### src/rtl/sum_accumulator.sv
// sum_accumulator: adds up a burst of N unsigned sum samples and
// presents the burst total with a valid/ready handshake.
module sum_accumulator #(
    parameter int WIDTH = 16,
    parameter int CNT_W = 4,
    parameter int OUT_W = WIDTH + CNT_W
) (
    input  logic             clk,
    input  logic             reset,
    input  logic             io_in_valid,
    input  logic [WIDTH-1:0] io_in_bits,
    output logic             io_in_ready,
    input  logic [CNT_W-1:0] io_count,
    output logic             io_out_valid,
    output logic [OUT_W-1:0] io_out_bits,
    input  logic             io_out_ready,
    output logic             io_busy
);

    typedef enum logic [1:0] {
        IDLE  = 2'd0,
        ACCUM = 2'd1,
        DONE  = 2'd2
    } state_t;

    localparam logic [CNT_W:0] CNT_ONE = {{CNT_W{1'b0}}, 1'b1};
    localparam logic [CNT_W:0] CNT_MAX = {1'b1, {CNT_W{1'b0}}};

    state_t           state;
    logic [OUT_W-1:0] acc;
    logic [CNT_W:0]   cnt;
    logic [CNT_W:0]   target;
    logic             in_ready_q;
    logic             out_valid_q;
    logic             busy_q;

    logic             in_fire;
    logic             out_fire;
    logic [CNT_W:0]   tgt_new;
    logic [CNT_W:0]   cnt_inc;
    logic [OUT_W-1:0] sample_ext;

    // A zero count field encodes the largest burst, 2^CNT_W samples.
    assign tgt_new    = (io_count == '0) ? CNT_MAX : {1'b0, io_count};
    assign cnt_inc    = cnt + CNT_ONE;
    assign sample_ext = OUT_W'(io_in_bits);
    assign in_fire    = io_in_valid && in_ready_q;
    assign out_fire   = out_valid_q && io_out_ready;

    assign io_in_ready  = in_ready_q;
    assign io_out_valid = out_valid_q;
    assign io_out_bits  = acc;
    assign io_busy      = busy_q;

    // Burst FSM; the handshake flags are registered next to the state
    // so they change on the same edge as the state they describe.
    always_ff @(posedge clk or posedge reset) begin
        if (reset) begin
            state       <= IDLE;
            acc         <= '0;
            cnt         <= '0;
            target      <= '0;
            in_ready_q  <= 1'b1;
            out_valid_q <= 1'b0;
            busy_q      <= 1'b0;
        end else begin
            unique case (state)
                IDLE: begin
                    if (in_fire) begin
                        target <= tgt_new;
                        acc    <= sample_ext;
                        cnt    <= CNT_ONE;
                        if (tgt_new == CNT_ONE) begin
                            state       <= DONE;
                            in_ready_q  <= 1'b0;
                            out_valid_q <= 1'b1;
                        end else begin
                            state  <= ACCUM;
                            busy_q <= 1'b1;
                        end
                    end
                end
                ACCUM: begin
                    if (in_fire) begin
                        acc <= acc + sample_ext;
                        cnt <= cnt_inc;
                        if (cnt_inc == target) begin
                            state       <= DONE;
                            busy_q      <= 1'b0;
                            in_ready_q  <= 1'b0;
                            out_valid_q <= 1'b1;
                        end
                    end
                end
                DONE: begin
                    if (out_fire) begin
                        state       <= IDLE;
                        in_ready_q  <= 1'b1;
                        out_valid_q <= 1'b0;
                    end
                end
                default: begin
                    state       <= IDLE;
                    in_ready_q  <= 1'b1;
                    out_valid_q <= 1'b0;
                    busy_q      <= 1'b0;
                end
            endcase
        end
    end

endmodule

### config.mk
export PLATFORM = sky130hd
export DESIGN_NAME = sum_accumulator
export DESIGN_NICKNAME = d
export VERILOG_FILES = /design/src/rtl/sum_accumulator.sv
export SDC_FILE = /design/constraint.sdc
export NUM_CORES = 1
export LEC_CHECK = 0
export BUFFER_PORTS_ARGS = -buffer_cell sky130_fd_sc_hd__buf_2
export CAP_MARGIN = 5
export CORE_MARGIN = 1
export CORE_UTILIZATION = 60
export DETAILED_ROUTE_END_ITERATION = 12
export PLACE_DENSITY = 0.89
export RECOVER_POWER = 25
export SLEW_MARGIN = 20
export SYNTH_ARGS = -nofsm -noshare
export SYNTH_HDL_FRONTEND = slang
export SYNTH_SLANG_ARGS = --single-unit
### constraint.sdc
create_clock -name clk -period 3.86 [get_ports clk]
set_input_delay 0.386 -clock clk [delete_from_list [all_inputs] [get_ports clk]]
set_output_delay 0.386 -clock clk [all_outputs]
set_load 0.02 [all_outputs]
## After elaboration in Yosys (flattened, before gate mapping)

Index checks and enable logic that the tools add are counted.

| word-level totals | value |
|---|---|
| bits in registers | 35 |
| input port bits | 24 |
| output and inout port bits | 23 |
| logic and storage cells | 58 |

| cells by class | value |
|---|---|
| $add $sub $neg | 2 |
| equality and inequality tests | 10 |
| mux-type cells | 28 |
| bitwise operators | 1 |
| reduce and logical (&&, ||, !) cells | 10 |

Operators by type and width:

| cell | number |
|---|---|
| $mux 20 | 2 |
| $pmux 20 s2 | 1 |
| $add 20x16->20 | 1 |
| $mux 5 | 3 |
| $mux 1 | 12 |
| $ne 2x2->1 const B | 6 |
| $mux 2 | 5 |
| $pmux 5 s2 | 1 |
| $reduce_and 5->1 | 2 |
| $pmux 1 s3 | 3 |
| $pmux 2 s3 | 1 |
| $add 5x1->5 const B | 1 |
| $eq 5x1->1 const B | 1 |
| $eq 5x5->1 | 1 |
| $logic_not 4->1 | 1 |
| $reduce_and 4->1 | 1 |
| $reduce_and 3->1 | 1 |
| $eq 2x1->1 const B | 1 |
| $eq 2x2->1 const B | 1 |
| $logic_and 1x1->1 | 2 |
| $logic_not 2->1 | 1 |
| $reduce_and 2->1 | 1 |
| $reduce_bool 2->1 | 1 |
| $not 1->1 | 1 |

## Longest topological paths before layout

Gate-level depths: netlist (run 1).

| logic depth | value |
|---|---|
| depth in word-level cells | 6 |
| gate-level depth with buffers | 10 |
| depth with buffers taken out | 10 |

## Least setup slack after synthesis (run 1)

No wires, ideal clock.

| path | value |
|---|---|
| path type | flip-flop to flip-flop |
| start point | register acc[0], in the netlist io_out_bits[0] |
| end point | register acc[18], in the netlist io_out_bits[18] |
| library setup time | 78 ps |
| arrival time | 2,179 ps |
| required time | 3,782 ps |
| slack | 1,603 ps |
| cell stages (with the launch flop) | 11 |
| buffers on the path | 0 |
| period minus slack after synthesis | 2,257 ps |
| cell sequence | dfrtp_1 > ha_1 > inv_1 > fa_1 > nand2b_1 > a21oi_1 > o211ai_1 > a21oi_1 > nor2_1 > or3_1 > a21oi_1 |

| between the ends | value |
|---|---|
| longest elaborated chain between the ends | 3 |

RTL lines:

| element | line | text |
|---|---|---|
| from (decl) | 30 | `logic [OUT_W-1:0] acc;` |
| from (signal assigned) | 71 | `acc <= sample_ext;` |
| from (signal assigned) | 85 | `acc <= acc + sample_ext;` |
| $add 20x16->20 | 85 |  |
| $mux 20 | 84 | `if (in_fire) begin` |
| $pmux 20 s2 | 67 | `unique case (state)` |

No other way between the ends. The select of a mux whose other input is x is not followed.
A chain may end at the register's enable or synchronous reset.

## Worst setup path after layout (run 1)

Same ends and word-level chain as after synthesis.

==> results.md, run 1 <==
- The period utilization is 0.626.
- Of the cells placed in the final design, the portion with a size suffix greater than 1 is 0.232.
- Setup repair after global routing left no endpoint under its margin.
- The total number of vias is 2272.
- Synthesis produced a netlist with a net count of 316.
- The design area is 0.00283 mm2.
- The total congestion overflow is 0.
- After clock tree synthesis, the clock-pin slew on the worst setup and hold paths is 80 ps.
- The cell repeated most along the worst path is sky130_fd_sc_hd__a21oi_1.
- For this block, the initial DRC count from the detailed router was 178.
- After synthesis the cells add up to 0.00247 mm2.
- The die boundary width is 66.2 um.
- A synthesized cell averages 9.03 um2.
- Entering global routing, the biggest net connects 36 pins.
- The number of gates resized after cts is 0.
- The number of max-cap violations is 1.
- The longest clock path from root to sink contains 2 buffers.
- The number of input and output port buffers inserted is 46.
- The footprint of the multi-input gates is roughly 0.0015 mm2.
- For this run, the register share of the synthesized area comes to 0.354.
- The launching element type of the critical path is a register.
- The area of the core is around 0.0038 mm2.
- The share of synthesized registers carrying an async set or reset is 1.00.
- The post-detailed-route count of antenna-violating nets is 0.
- The sequential cell area is 877 um2.
- After technology mapping, the gate count stands at about 270.
- The global-route total usage across every layer is 0.299.
- The initial utilization of the core area, before any placement, comes to 0.652.
- Walking the worst path, the cells encountered are ha_1 > inv_1 > fa_1 > nand2b_1 > a21oi_1 > o211ai_1 > a21oi_1 > nor2_1 > or3_1 > a21oi_1.
- The max-slew headroom at the worst pin is -0.242.
- For the pin with the worst max-slew slack, the measured transition is approximately 1900 ps.
- The total DRC errors in the routed layout is 0.
- The cell count after placement is 363.
- Detailed placement finished with a half-perimeter wire length of 4220 um.
- The setup skew after layout is 5.39 ps.
- The minimum period implied by the final worst setup slack is 2420 ps.
- The number of standard cells in the final layout excluding fillers is 371.
- For this run, the post-layout net count is 364.
- The Yosys step of the flow raised 0 warnings.
- The count of endpoints failing hold in the final timing report is 0.
- The wire length of the first global-routing pass is 9810 um.
- The synthesized design contains 0 enable-type register cells.
- The checks that failed: capacitance limit, slew limit.
- After global routing, the most crowded layer is met2.
- Post-CTS timing repair inserted 0 buffers for setup.
- The slowest stage of the critical path belongs to the cell sky130_fd_sc_hd__fa_1.
- The routed wire length is 5820 um.
- In this run the power density over the cells is ~250 mW/mm2.
- The delay of the slowest cell on the worst path is ~400 ps.
- The standard-cell row count is 22.
- The clock tree from TritonCTS is done.
- In this run the worst path has a maximum fanout of 3.
- Based on the critical path, the design can be clocked at up to 0.414 GHz.
- Routability-driven placement finished with a final weighted congestion of roughly 0.90.
- In this run the count of I/O pins placed on the die edge is 47.
- The number of max-slew violations in the final report is 36.
- The number of distinct library cell variants in the gate-level netlist after synthesis is 55.
- For the final routed database, the setup TNS stands at 0 ps.
- The path class of the tightest hold or removal check is input pin to register.
- The floorplan step defined a die boundary enclosing 0.00439 mm2.
- The average detailed-routed wire length per instance is 15.7 um.
- The analysis attributes to cell leakage a power of 1.38 nW.
- The area overhead of the layout relative to synthesis is 14.2%.
- The required time reported for the critical path endpoint is 4100 ps.
- The met3 track demand over resource is 0.0448.
- The clock insertion delay at the later pin of the skew report is 310 ps.
- CTS built an H-tree with a depth of 2.
- The worst setup path is of the register to register kind.
- The worst endpoint data arrival time is roughly 2700 ps.
- The maximum VDD drop is around 0.25 mV.
- The flow ran to the end, but the final reports show violations.
- The initial antenna violation count was 0.
- The number of fill cells in the layout is 306.
- The mean number of vias per cell is 6.12.
- For this run, global-route usage on met1 was measured as 0.379.
- The tree built by TritonCTS fans out to 35 sinks.
- The number of global-route vias before repair is 2266.
- The placed standard-cell area is ~0.0027 mm2.
- The number of failing setup endpoints in the final timing report is 0.
- After clock tree synthesis, the flow added hold-fix buffers numbering 0.
- The first detailed-routing pass ran for 4 iterations.
- The worst setup path is captured at a register.
- The die is 66.2 um tall.
- 0 antenna diodes ended up in the layout.
- Among all flip-flop cells after synthesis, the most frequent one is sky130_fd_sc_hd__dfrtp_1.
- The post-synthesis sequential element count is 35.
- Once layout is complete, the utilization of the core stands at 0.744.
- The global-route track usage on met2 is 0.494.
- The root buffer cell chosen for the clock tree is sky130_fd_sc_hd__clkbuf_8.
- In this run, CTS created clock tree buffers numbering 5.
worst paths after layout:
check | startpoint | endpoint | slack (ps) | cells after the start
max in group asynchronous | reset | io_out_bits[7] | 2060 | 3
worst max register to register | io_out_bits[0] | io_out_bits[18] | 1440 | 10
worst min-delay path | io_count[3] | target[3] | 330 | 2
min in group asynchronous | reset | target[2] | 730 | 3
worst max-delay path | io_out_bits[0] | io_out_bits[18] | 1440 | 10
worst min register to register | io_out_bits[14] | io_out_bits[14] | 500 | 2
registers in the layout, summed over array words and instances (netlist names):
register and flops:
cnt 5, io_busy 1, io_in_ready 1, io_out_bits 20
io_out_valid 1, state 2, target 5
layout make-up:
| class | instances | area share |
|---|---|---|
| multi-input cells | 222 | 0.535 |
| flip-flops and latches | 35 | 0.310 |
| repair buffers | 50 | 0.0908 |
| clock buffers | 5 | 0.0244 |
| well taps | 48 | 0.0213 |
| inverters | 8 | 0.0106 |
| clock inverters | 3 | 0.00709 |
critical path: cells and delay by family, from the launching register on:
family / cells / cell delay, ps
AOI/OAI and AO/OA: 4 / 720
and+or+nand+nor: 3 / 590
adders and majority gates: 2 / 580
DFF: 1 / 380
buffers and inverters: 1 / 70
metal layers:
metal  share of wire  routed length, um
met5               0                  0
met4           0.017                 98
met3           0.061                354
met1            0.44               2560
met2            0.48               2810
metrics by stage:
| step | hold slack (ps) | power (mW) | setup WS [ps] |
|---|---|---|---|
| after global placement | 481 | 0.436 | 1510 |
| after CTS | 181 | 0.709 | 1460 |
| after global routing | 341 | 0.728 | 1250 |
| after detailed placement | 489 | 0.437 | 1400 |
| final | 327 | 0.711 | 1440 |
| after floorplan | 474 | 0.414 | 1600 |
cells in the final DEF (no fill, tap or decap), drive strengths merged, types with 8 or more instances in the layout:
cell	synthesis	layout
ha	17	17
xor2	11	11
dfrtp	34	34
buf	4	49
a21oi	27	27
nor2	11	11
nand2	37	37
xnor2	10	10
o21ai	32	32
nand3	15	15
inv	8	8
cell usage after synthesis (3+ instances only):
master	number	area [um2]
sky130_fd_sc_hd__a21o_1	3	22.5
sky130_fd_sc_hd__a21oi_1	27	135
sky130_fd_sc_hd__and3_1	3	18.8
sky130_fd_sc_hd__clkbuf_1	3	11.3
sky130_fd_sc_hd__dfrtp_1	34	851
sky130_fd_sc_hd__ha_1	17	213
sky130_fd_sc_hd__inv_1	8	30.0
sky130_fd_sc_hd__mux2_2	4	45.0
sky130_fd_sc_hd__mux2i_1	7	70.1
sky130_fd_sc_hd__nand2_1	37	139
sky130_fd_sc_hd__nand3_1	15	75.1
sky130_fd_sc_hd__nor2_1	11	41.3
sky130_fd_sc_hd__nor3_1	3	15.0
sky130_fd_sc_hd__o21ai_0	31	155
sky130_fd_sc_hd__or3_1	3	18.8
sky130_fd_sc_hd__xnor2_1	10	87.6
sky130_fd_sc_hd__xor2_1	11	96.3
cells by family (layout without fill, tap and decap cells):
group	after synthesis	after routing	synth area share
AND/OR/NAND/NOR	86	86	0.165
multiplexers	11	11	0.0465
adder cells (fa/ha/maj)	18	18	0.0940
AO/OA/AOI/OAI	86	86	0.232
buffers and inverters	17	66	0.0344
flip-flops	35	35	0.354
XOR/XNOR	21	21	0.0743
power breakdown:
part	switching [mW]	leakage, nW	internal [mW]
registers	0	0.480	0.366
logic	0.0378	0.864	0.0257
clock network	0.156	0.0402	0.126
total	0.193	1.38	0.518
(Power assumes the default switching activity.)
==> run 2, diff against run 1 <==
- ABC_AREA: default -> 1
- CORE_UTILIZATION: 60 -> 51
- PLACE_DENSITY: 0.89 -> 0.81
- clock period: 3.86 -> 2.2 ns (I/O delays scaled with it)
==> results.md, run 2 <==
- The flow ran to the end, and the final reports show no timing, DRC or antenna violations.
- The sequential area share after synthesis is 0.329 (-0.0256).
- The worst register-to-register path ends at io_out_bits[16].
- The post-synthesis sequential element count is 35 (unchanged).
- The standard-cell row count is 25 (+14%).
- The transition at the pin with the smallest max-transition slack is 890 ps (-973 ps).
- The setup skew after layout is 6.27 ps (+0.886 ps).
- The total number of vias is 2639 (+16%).
- In the post-synthesis netlist, the cell with the most instances is sky130_fd_sc_hd__nand2_1.
- The quantity of hold-fixing buffers added after cts is 0 (unchanged).
- The post-synthesis area per instance is 6.91 um2 (-23%).
- TritonCTS built the clock tree.
- The wire length of the first global-routing pass is 10800 um (+10%).
- The clock insertion delay at the later pin of the skew report is 290 ps (-20 ps).
- The minimum period implied by the final worst setup slack was 2010 ps (-410 ps).
- The hold path endpoint is target[2].
- Sorting the synthesized cells by how often they occur yields 138 x sky130_fd_sc_hd__nand2_1, 34 x sky130_fd_sc_hd__dfrtp_1, 33 x sky130_fd_sc_hd__inv_1.
- After synthesis, the cell types taking the most area are sky130_fd_sc_hd__dfrtp_1 32%, sky130_fd_sc_hd__nand2_1 19%, sky130_fd_sc_hd__ha_1 8.0%.
- The area of the core is 0.00488 mm2 (+28%).
- The H-tree level count is 2 (unchanged).
- The count of endpoints failing hold in the final timing report is 0 (unchanged).
- The average detailed-routed wire length per instance is 12.4 um (-21%).
- Leaving out fill and tap cells, the most frequent cell in the layout is sky130_fd_sc_hd__nand2_1.
- The number of enable flip-flop cells after synthesis came to 0 (unchanged).
- The total die area is 0.00552 mm2 (+26%).
- The largest net degree at the start of global routing was 36 (unchanged).
- The area overhead of the layout relative to synthesis is 14.2% (about the same).
- The clock-pin slew on the worst setup and hold paths is 80 ps (about the same).
- The number of global-route vias before repair is 2550 (+13%).
- The number of fill cells in the layout is 448 (+46%).
- The number of sinks handled by clock tree synthesis is 35 (unchanged).
- Leaving out fill and tap cells, the most frequent cells in the layout are 138 x sky130_fd_sc_hd__nand2_1, 46 x sky130_fd_sc_hd__buf_2, 34 x sky130_fd_sc_hd__dfrtp_1.
- The logic depth of the worst register-to-register path came to 13 (+3).
- The period utilization is 0.912 (+0.286).
- The initial antenna violation count is 0 (unchanged).
- The flip-flop count of the largest register, all copies and words added is 20 (unchanged).
- The clock buffer count from CTS is 5 (unchanged).
- The final RePlAce weighted congestion came to 0.854 (-5.0%).
- The net count after synthesis was 428 (+35%).
- The kind of capture point of the worst setup path is a register.
- The ratio of cells with drive above 1 in the final layout is 0.190 (-0.0423).
- The die boundary width came to 74.3 um (+12%).
- The cell count after placement was 496 (+37%).
- The routed wire length is 6240 um (+7.2%).
- The cell count after synthesis is 386 (+41%).
- The total DRC errors in the routed layout came to 0 (unchanged).
- The largest fanout on the critical path came to 4 (+1).
- Setup repair after global routing left no endpoint under its margin.
- The mean number of vias per cell was 5.24 (-14%).
- The depth of the worst hold-timing path is 3 (+1).
- The worst endpoint data arrival time is 2180 ps (-470 ps).
- The number of gates resized after cts is 0 (unchanged).
- The post-layout net count was 478 (+31%).
- The number of distinct library cell variants in the gate-level netlist after synthesis was 36 (-35%).
- The number of input and output port buffers inserted is 46 (unchanged).
- The minimum hold slack came to 147 ps (-180 ps).
- The required time reported for the critical path endpoint is 2380 ps (-1720 ps).
- The top achievable clock speed is 0.499 GHz (+20%).
- The number of placed I/O pins is 47 (unchanged).
- The register-to-register path setup slack came to 190 ps (-1250 ps).
- The number of diodes is 0 (unchanged).
- The first-pass iteration count of the detailed router is 5 (+1).
- By startpoint and endpoint, the worst setup path is classified as register to register.
- The effective utilization at floorplan is 0.547 (-0.105).
- The startpoint identified for the worst register-to-register timing path is io_out_bits[0].
- The sum of internal, switching and leakage power is 1.23 mW (+73%).
- The total negative setup slack was 0 ps (unchanged).
- The share of synthesized registers carrying an async set or reset is 1.00 (unchanged).
- The number of standard cells in the final layout excluding fillers is 504 (+36%).
- The cell taking the most area after synthesis is sky130_fd_sc_hd__dfrtp_1.
- The maximum VDD drop came to 0.307 mV (+24%).
- The leakage power total came to 1.72 nW (+24%).
- The height of the die came to 74.3 um (+12%).
- The number of max-slew violations in the final report is 0 (-100%).
- The power per cell area is 404 mW/mm2 (+61%).
- The sum of net half-perimeters after detailed placement is 4750 um (+13%).
- The number of warnings reported in the yosys synthesis log is 0 (unchanged).
- The total congestion overflow is 0 (unchanged).
- The max-slew headroom at the worst pin is 0.407 (+0.648).
- The buffers inserted during post-CTS setup optimization is 0 (unchanged).
- The tree is rooted in a sky130_fd_sc_hd__clkbuf_8.
- In the synthesized netlist the dominant register cell turns out to be sky130_fd_sc_hd__dfrtp_1.
- The post-detailed-route count of antenna-violating nets is 0 (unchanged).
- The deepest clock path buffer count is 2 (unchanged).
- The final standard cell utilization of the core is 0.624 (-0.119).
- The top-area cell type share of the netlist area was 0.319 (-0.0248).
- The worst hold path class is input pin to register.
- The launching element type of the critical path is a register.
- The global-route total usage across every layer was 0.254 (-0.0447).
- The number of failing setup endpoints in the final timing report came to 0 (unchanged).
- The combined area of all synthesized cells is 0.00267 mm2 (+7.8%).
- The violation count after the first detailed-route iteration is 66 (-63%).
- In this run the most critical hold path is launched from io_count[2].
- The number of max-cap violations was 0 (-1).
run 2: cell types whose count changed after synthesis, moves of 4 or more:
| cell | before | now |
|---|---|---|
| sky130_fd_sc_hd__inv_1 | 8 | 33 |
| sky130_fd_sc_hd__inv_2 | 0 | 4 |
| sky130_fd_sc_hd__mux2_2 | 4 | 0 |
| sky130_fd_sc_hd__mux2i_1 | 7 | 0 |
| sky130_fd_sc_hd__nand2_1 | 37 | 138 |
| sky130_fd_sc_hd__nand2_2 | 0 | 6 |
| sky130_fd_sc_hd__nand3_1 | 15 | 29 |
| sky130_fd_sc_hd__nor2_1 | 11 | 29 |
| sky130_fd_sc_hd__o21ai_0 | 31 | 16 |
| sky130_fd_sc_hd__o21ai_1 | 1 | 9 |
| sky130_fd_sc_hd__xnor2_1 | 10 | 4 |
| sky130_fd_sc_hd__xor2_1 | 11 | 1 |
run 2: layer usage:
metal	up-vias	global-route usage	part of all wire
li1	1366	-	-
met1	1192	0.298	0.46
met2	73	0.467	0.47
met3	8	0.0407	0.061
met4	0	0.0943	0.015
met5	-	0	0
run 2: area by class of cell:
class	instances	area (um2)	area share
flip-flops and latches	35	877	0.288
clock inverters	3	20.0	0.00657
well taps	67	83.8	0.0275
clock buffers	5	68.8	0.0226
inverters	37	139	0.0456
multi-input cells	308	1610	0.528
repair buffers	49	250	0.0821
run 2: kinds of logic (layout without fill, tap and decap cells):
kind of cell	Yosys count	count (layout)	share of synthesized area
xor gates and xnor gates	5	5	0.0164
AOI/OAI and AO/OA	62	62	0.129
buffers and inverters	43	94	0.0685
DFF	35	35	0.329
adders and majority gates	18	18	0.0872
and+or+nand+nor	223	223	0.370
run 2: stage by stage:
| step | cell area, um2 | setup WS (ps) |
|---|---|---|
| floorplan | 2670 | 212 |
| detailed placement | 2960 | 204 |
| global route | 3050 | 60.2 |
| CTS | 3050 | 179 |
| finish | 3050 | 194 |
| global placement | 2960 | 277 |
run 2: where the power goes:
| part | internal [mW] | leakage (nW) | switching [mW] | total, mW |
|---|---|---|---|---|
| logic | 0.0415 | 1.24 | 0.0705 | 0.112 |
| registers | 0.643 | 0.444 | 0 | 0.643 |
| clock network | 0.220 | 0.0402 | 0.257 | 0.477 |
run 2: worst max-delay path by stage:
stage | cells past startpoint | end | from | slack [ps]
6_report | 13 | io_out_bits[16] | io_out_bits[0] | 190
5_1_grt | 11 | io_out_bits[14] | io_out_bits[0] | 60
4_1_cts | 13 | io_out_bits[16] | io_out_bits[0] | 180
3_5_place_dp | 13 | io_out_bits[16] | io_out_bits[0] | 200
3_3_place_gp | 13 | io_out_bits[16] | io_out_bits[0] | 280
2_1_floorplan | 13 | io_out_bits[16] | io_out_bits[0] | 210
run 2: worst max-delay path, cell delays in order (launching register included):
cell	delay, ps
sky130_fd_sc_hd__dfrtp_1	370
sky130_fd_sc_hd__ha_1	170
sky130_fd_sc_hd__inv_1	70
sky130_fd_sc_hd__fa_1	420
sky130_fd_sc_hd__o21ai_2	230
sky130_fd_sc_hd__nand2_2	100
sky130_fd_sc_hd__nand2_4	100
sky130_fd_sc_hd__nand2_4	50
sky130_fd_sc_hd__nand2_2	70
sky130_fd_sc_hd__nand2_2	60
sky130_fd_sc_hd__nand2_4	80
sky130_fd_sc_hd__nand3_1	70
sky130_fd_sc_hd__nand2_1	60
sky130_fd_sc_hd__nor2_1	30
==> run 3, diff against run 2 <==
--- a/config.mk
+++ b/config.mk
@@ -14,4 +14,5 @@
 export PLACE_DENSITY = 0.81
 export RECOVER_POWER = 25
+export SKIP_LAST_GASP = 1
 export SLEW_MARGIN = 20
 export SYNTH_ARGS = -nofsm -noshare
==> constraint.sdc (replaced) <==
create_clock -name clk -period 2.2 [get_ports clk]
set_input_delay 0 -clock clk [delete_from_list [all_inputs] [get_ports clk]]
set_output_delay 0 -clock clk [all_outputs]
set_load 0.02 [all_outputs]
==> results.md, run 3 (synthesis results as in run 2) <==
- The height of the die is 74.3 um (unchanged).
- The worst hold path class is input pin to register.
- The depth of the worst hold-timing path was 4 (+1).
- The worst endpoint data arrival time is 2230 ps (+50 ps).
- The logic depth of the worst register-to-register path is 13 (unchanged).
- The clock insertion delay at the later pin of the skew report is 300 ps (about the same).
- The standard-cell row count was 25 (unchanged).
- The power per cell area came to 437 mW/mm2 (+8.1%).
- The number of sinks handled by clock tree synthesis is 35 (unchanged).
- The number of gates resized after cts came to 0 (unchanged).
- The max-slew headroom at the worst pin is 0.391 (-0.0151).
- The violation count after the first detailed-route iteration was 158 (+140%).
- Leaving out fill and tap cells, the most frequent cell in the layout is sky130_fd_sc_hd__nand2_1.
- The minimum period implied by the final worst setup slack is 2040 ps (+37.2 ps).
- The total buffers and inverters traversed by the critical path was 1 (unchanged).
- The share of power burned in the clock network came to 0.448 (+0.061).
- In the layout the commonest cells are 138 x sky130_fd_sc_hd__nand2_1, 46 x sky130_fd_sc_hd__buf_2, 34 x sky130_fd_sc_hd__dfrtp_1.
- The area of the core is 0.00488 mm2 (unchanged).
- The clock buffer count from CTS is 5 (unchanged).
- By startpoint and endpoint, the worst setup path is classified as register to register.
- The startpoint of the lowest-slack hold path is io_out_ready.
- The part of the total power dissipated in combinational logic is 0.093 (+0.002).
- The delay of the slowest cell on the worst path is 420 ps (about the same).
- The number of max-cap violations is 0 (unchanged).
- The number of input and output port buffers inserted is 46 (unchanged).
- In this run the clock root is driven by a sky130_fd_sc_hd__clkbuf_8.
- The total congestion overflow was 0 (unchanged).
- The slowest stage of the critical path is the sky130_fd_sc_hd__fa_1 cell.
- The launching element type of the critical path is a register.
- The sum of internal, switching and leakage power is 1.40 mW (+14%).
- The die boundary width is 74.3 um (unchanged).
- TritonCTS built the clock tree.
- The H-tree level count was 2 (unchanged).
- The buffers inserted during post-CTS setup optimization is 0 (unchanged).
- The clock-pin slew on the worst setup and hold paths is 80 ps (about the same).
- The number of fill cells in the layout came to 447 (-0.22%).
- Grouping stages by cell kind, the critical path spends the most delay in simple AND/OR/NAND/NOR gates.
- The total die area is 0.00552 mm2 (unchanged).
- The transition at the pin with the smallest max-transition slack is 913 ps (+22.7 ps).
- The switching share of total power is 0.239 (-0.0270).
- The total DRC errors in the routed layout is 0 (unchanged).
- The cell-internal power is 1.07 mW (+18%).
- The first-pass iteration count of the detailed router is 5 (unchanged).
- The deepest clock path buffer count is 2 (unchanged).
- The top achievable clock speed came to 0.489 GHz (-1.8%).
- The reported net switching power is 0.334 mW (+2.1%).
- The worst reg2reg path startpoint is io_out_bits[0].
- The leakage power total was 1.80 nW (+4.4%).
- The ratio of cells with drive above 1 in the final layout is 0.184 (-0.00549).
- The count of endpoints failing hold in the final timing report is 0 (unchanged).
- The total negative setup slack was 0 ps (unchanged).
- STA classifies the critical path endpoint as a register.
- The period utilization came to 0.929 (+0.0169).
- The post-layout net count was 491 (+2.7%).
- The register-to-register path setup slack is 160 ps (-40 ps).
- The average detailed-routed wire length per instance came to 12.7 um (+2.2%).
- The routed wire length was 6540 um (+4.9%).
- The number of max-slew violations in the final report came to 0 (unchanged).
- The initial antenna violation count is 0 (unchanged).
- The number of diodes is 0 (unchanged).
- The wire length of the first global-routing pass was 10700 um (-0.44%).
- The number of placed I/O pins is 47 (unchanged).
- The effective utilization at floorplan is 0.547 (unchanged).
- The final RePlAce weighted congestion was 0.866 (+1.4%).
- The setup skew after layout is 7.14 ps (+0.866 ps).
- Relative to the synthesized area, the layout overhead comes to 20.2%.
- The required time reported for the critical path endpoint came to 2380 ps (about the same).
- The post-detailed-route count of antenna-violating nets is 0 (unchanged).
- The flip-flop count of the largest register, all copies and words added is 20 (unchanged).
- The largest net degree at the start of global routing was 36 (unchanged).
- The maximum VDD drop is 0.291 mV (-5.4%).
- Traced cell by cell, the critical path runs through ha_1 > inv_1 > fa_1 > o21ai_2 > nand2_2 > nand2_4 > nand2_4 > nand2_2 > nand2_2 > nand2_4 > nand3_1 > nand2_1 > nor2_1.
- Setup repair after global routing left no endpoint under its margin.
- The number of global-route vias before repair was 2542 (-0.31%).
- The largest fanout on the critical path is 4 (unchanged).
- The relative contribution of sequential cells to total power was 0.459 (-0.063).
- The total number of vias came to 2680 (+1.6%).
- The path with the worst hold slack has its endpoint at state[1].
- The number of failing setup endpoints in the final timing report was 0 (unchanged).
- The final standard cell utilization of the core is 0.657 (+0.0326).
- The mean number of vias per cell is 5.18 (-1.0%).
- The endpoint identified for the worst register-to-register timing path is io_out_bits[16].
- The global-route total usage across every layer was 0.256 (+0.00186).
- The flow ran to the end, and the final reports show no timing, DRC or antenna violations.
- The sum of net half-perimeters after detailed placement was 4800 um (+1.1%).
run 3: changes by cell type in the layout (fill, tap and decap cells not counted):
cell                            change
sky130_fd_sc_hd__dlygate4sd3_1     +13
sky130_fd_sc_hd__bufinv_16          +1
sky130_fd_sc_hd__clkbuf_8           +1
sky130_fd_sc_hd__clkinvlp_4         -2
run 3: final cells by class:
class,count,area [um2],area share
timing repair buffer,62,380,0.119
tap,67,83.8,0.0262
inverter,37,139,0.0433
sequential,35,877,0.274
clock buffer,6,82.6,0.0258
clock inverter,2,35.0,0.0109
multi-input combinational,308,1610,0.502
run 3: per-stage QoR:
step	hold WS (ps)	cell area (um2)	cells	setup WS, ps
final	12.5	3210	517	157
after global routing	31.7	3210	517	29.7
after CTS	8.09	3210	517	161
after detailed placement	139	2960	496	211
after global placement	124	2960	496	288
after floorplan	117	2670	386	212
run 3: power by group through the flow:
stage | Combinational (mW) | Clock (mW) | Sequential, mW
after detailed placement | 0.113 | 0 | 0.656
after global placement | 0.111 | 0 | 0.656
after floorplan | 0.0696 | 0 | 0.656
after CTS | 0.131 | 0.632 | 0.643
final | 0.130 | 0.627 | 0.643
after global routing | 0.148 | 0.658 | 0.643
run 3: per-layer routing:
layer,global-route usage,routed length (um),vias up
li1,-,-,1384
met1,0.298,2970,1223
met2,0.468,3200,63
met3,0.0583,293,10
met4,0.0797,74,0
met5,0,0,-
run 3: how the worst max path moves through the flow:
stage	startpoint	endpoint	slack, ps	cells past startpoint
4_1_cts	io_out_bits[0]	io_out_bits[16]	160	13
5_1_grt	io_out_bits[0]	io_out_bits[14]	30	11
2_1_floorplan	io_out_bits[0]	io_out_bits[16]	210	13
3_5_place_dp	io_out_bits[0]	io_out_bits[16]	210	13
6_report	io_out_bits[0]	io_out_bits[16]	160	13
3_3_place_gp	io_out_bits[0]	io_out_bits[16]	290	13
run 3: what timing repair did:
item                                    in CTS  in global routing
endpoints found under the hold margin       46                  0
hold buffers                                13                  0
endpoints found under the setup margin       0                  0
run 3: worst min-delay path: stages:
cell                      delay, ps
sky130_fd_sc_hd__buf_2           70
sky130_fd_sc_hd__nand2_1         40
sky130_fd_sc_hd__nand3_1        100
sky130_fd_sc_hd__nand2_1         60
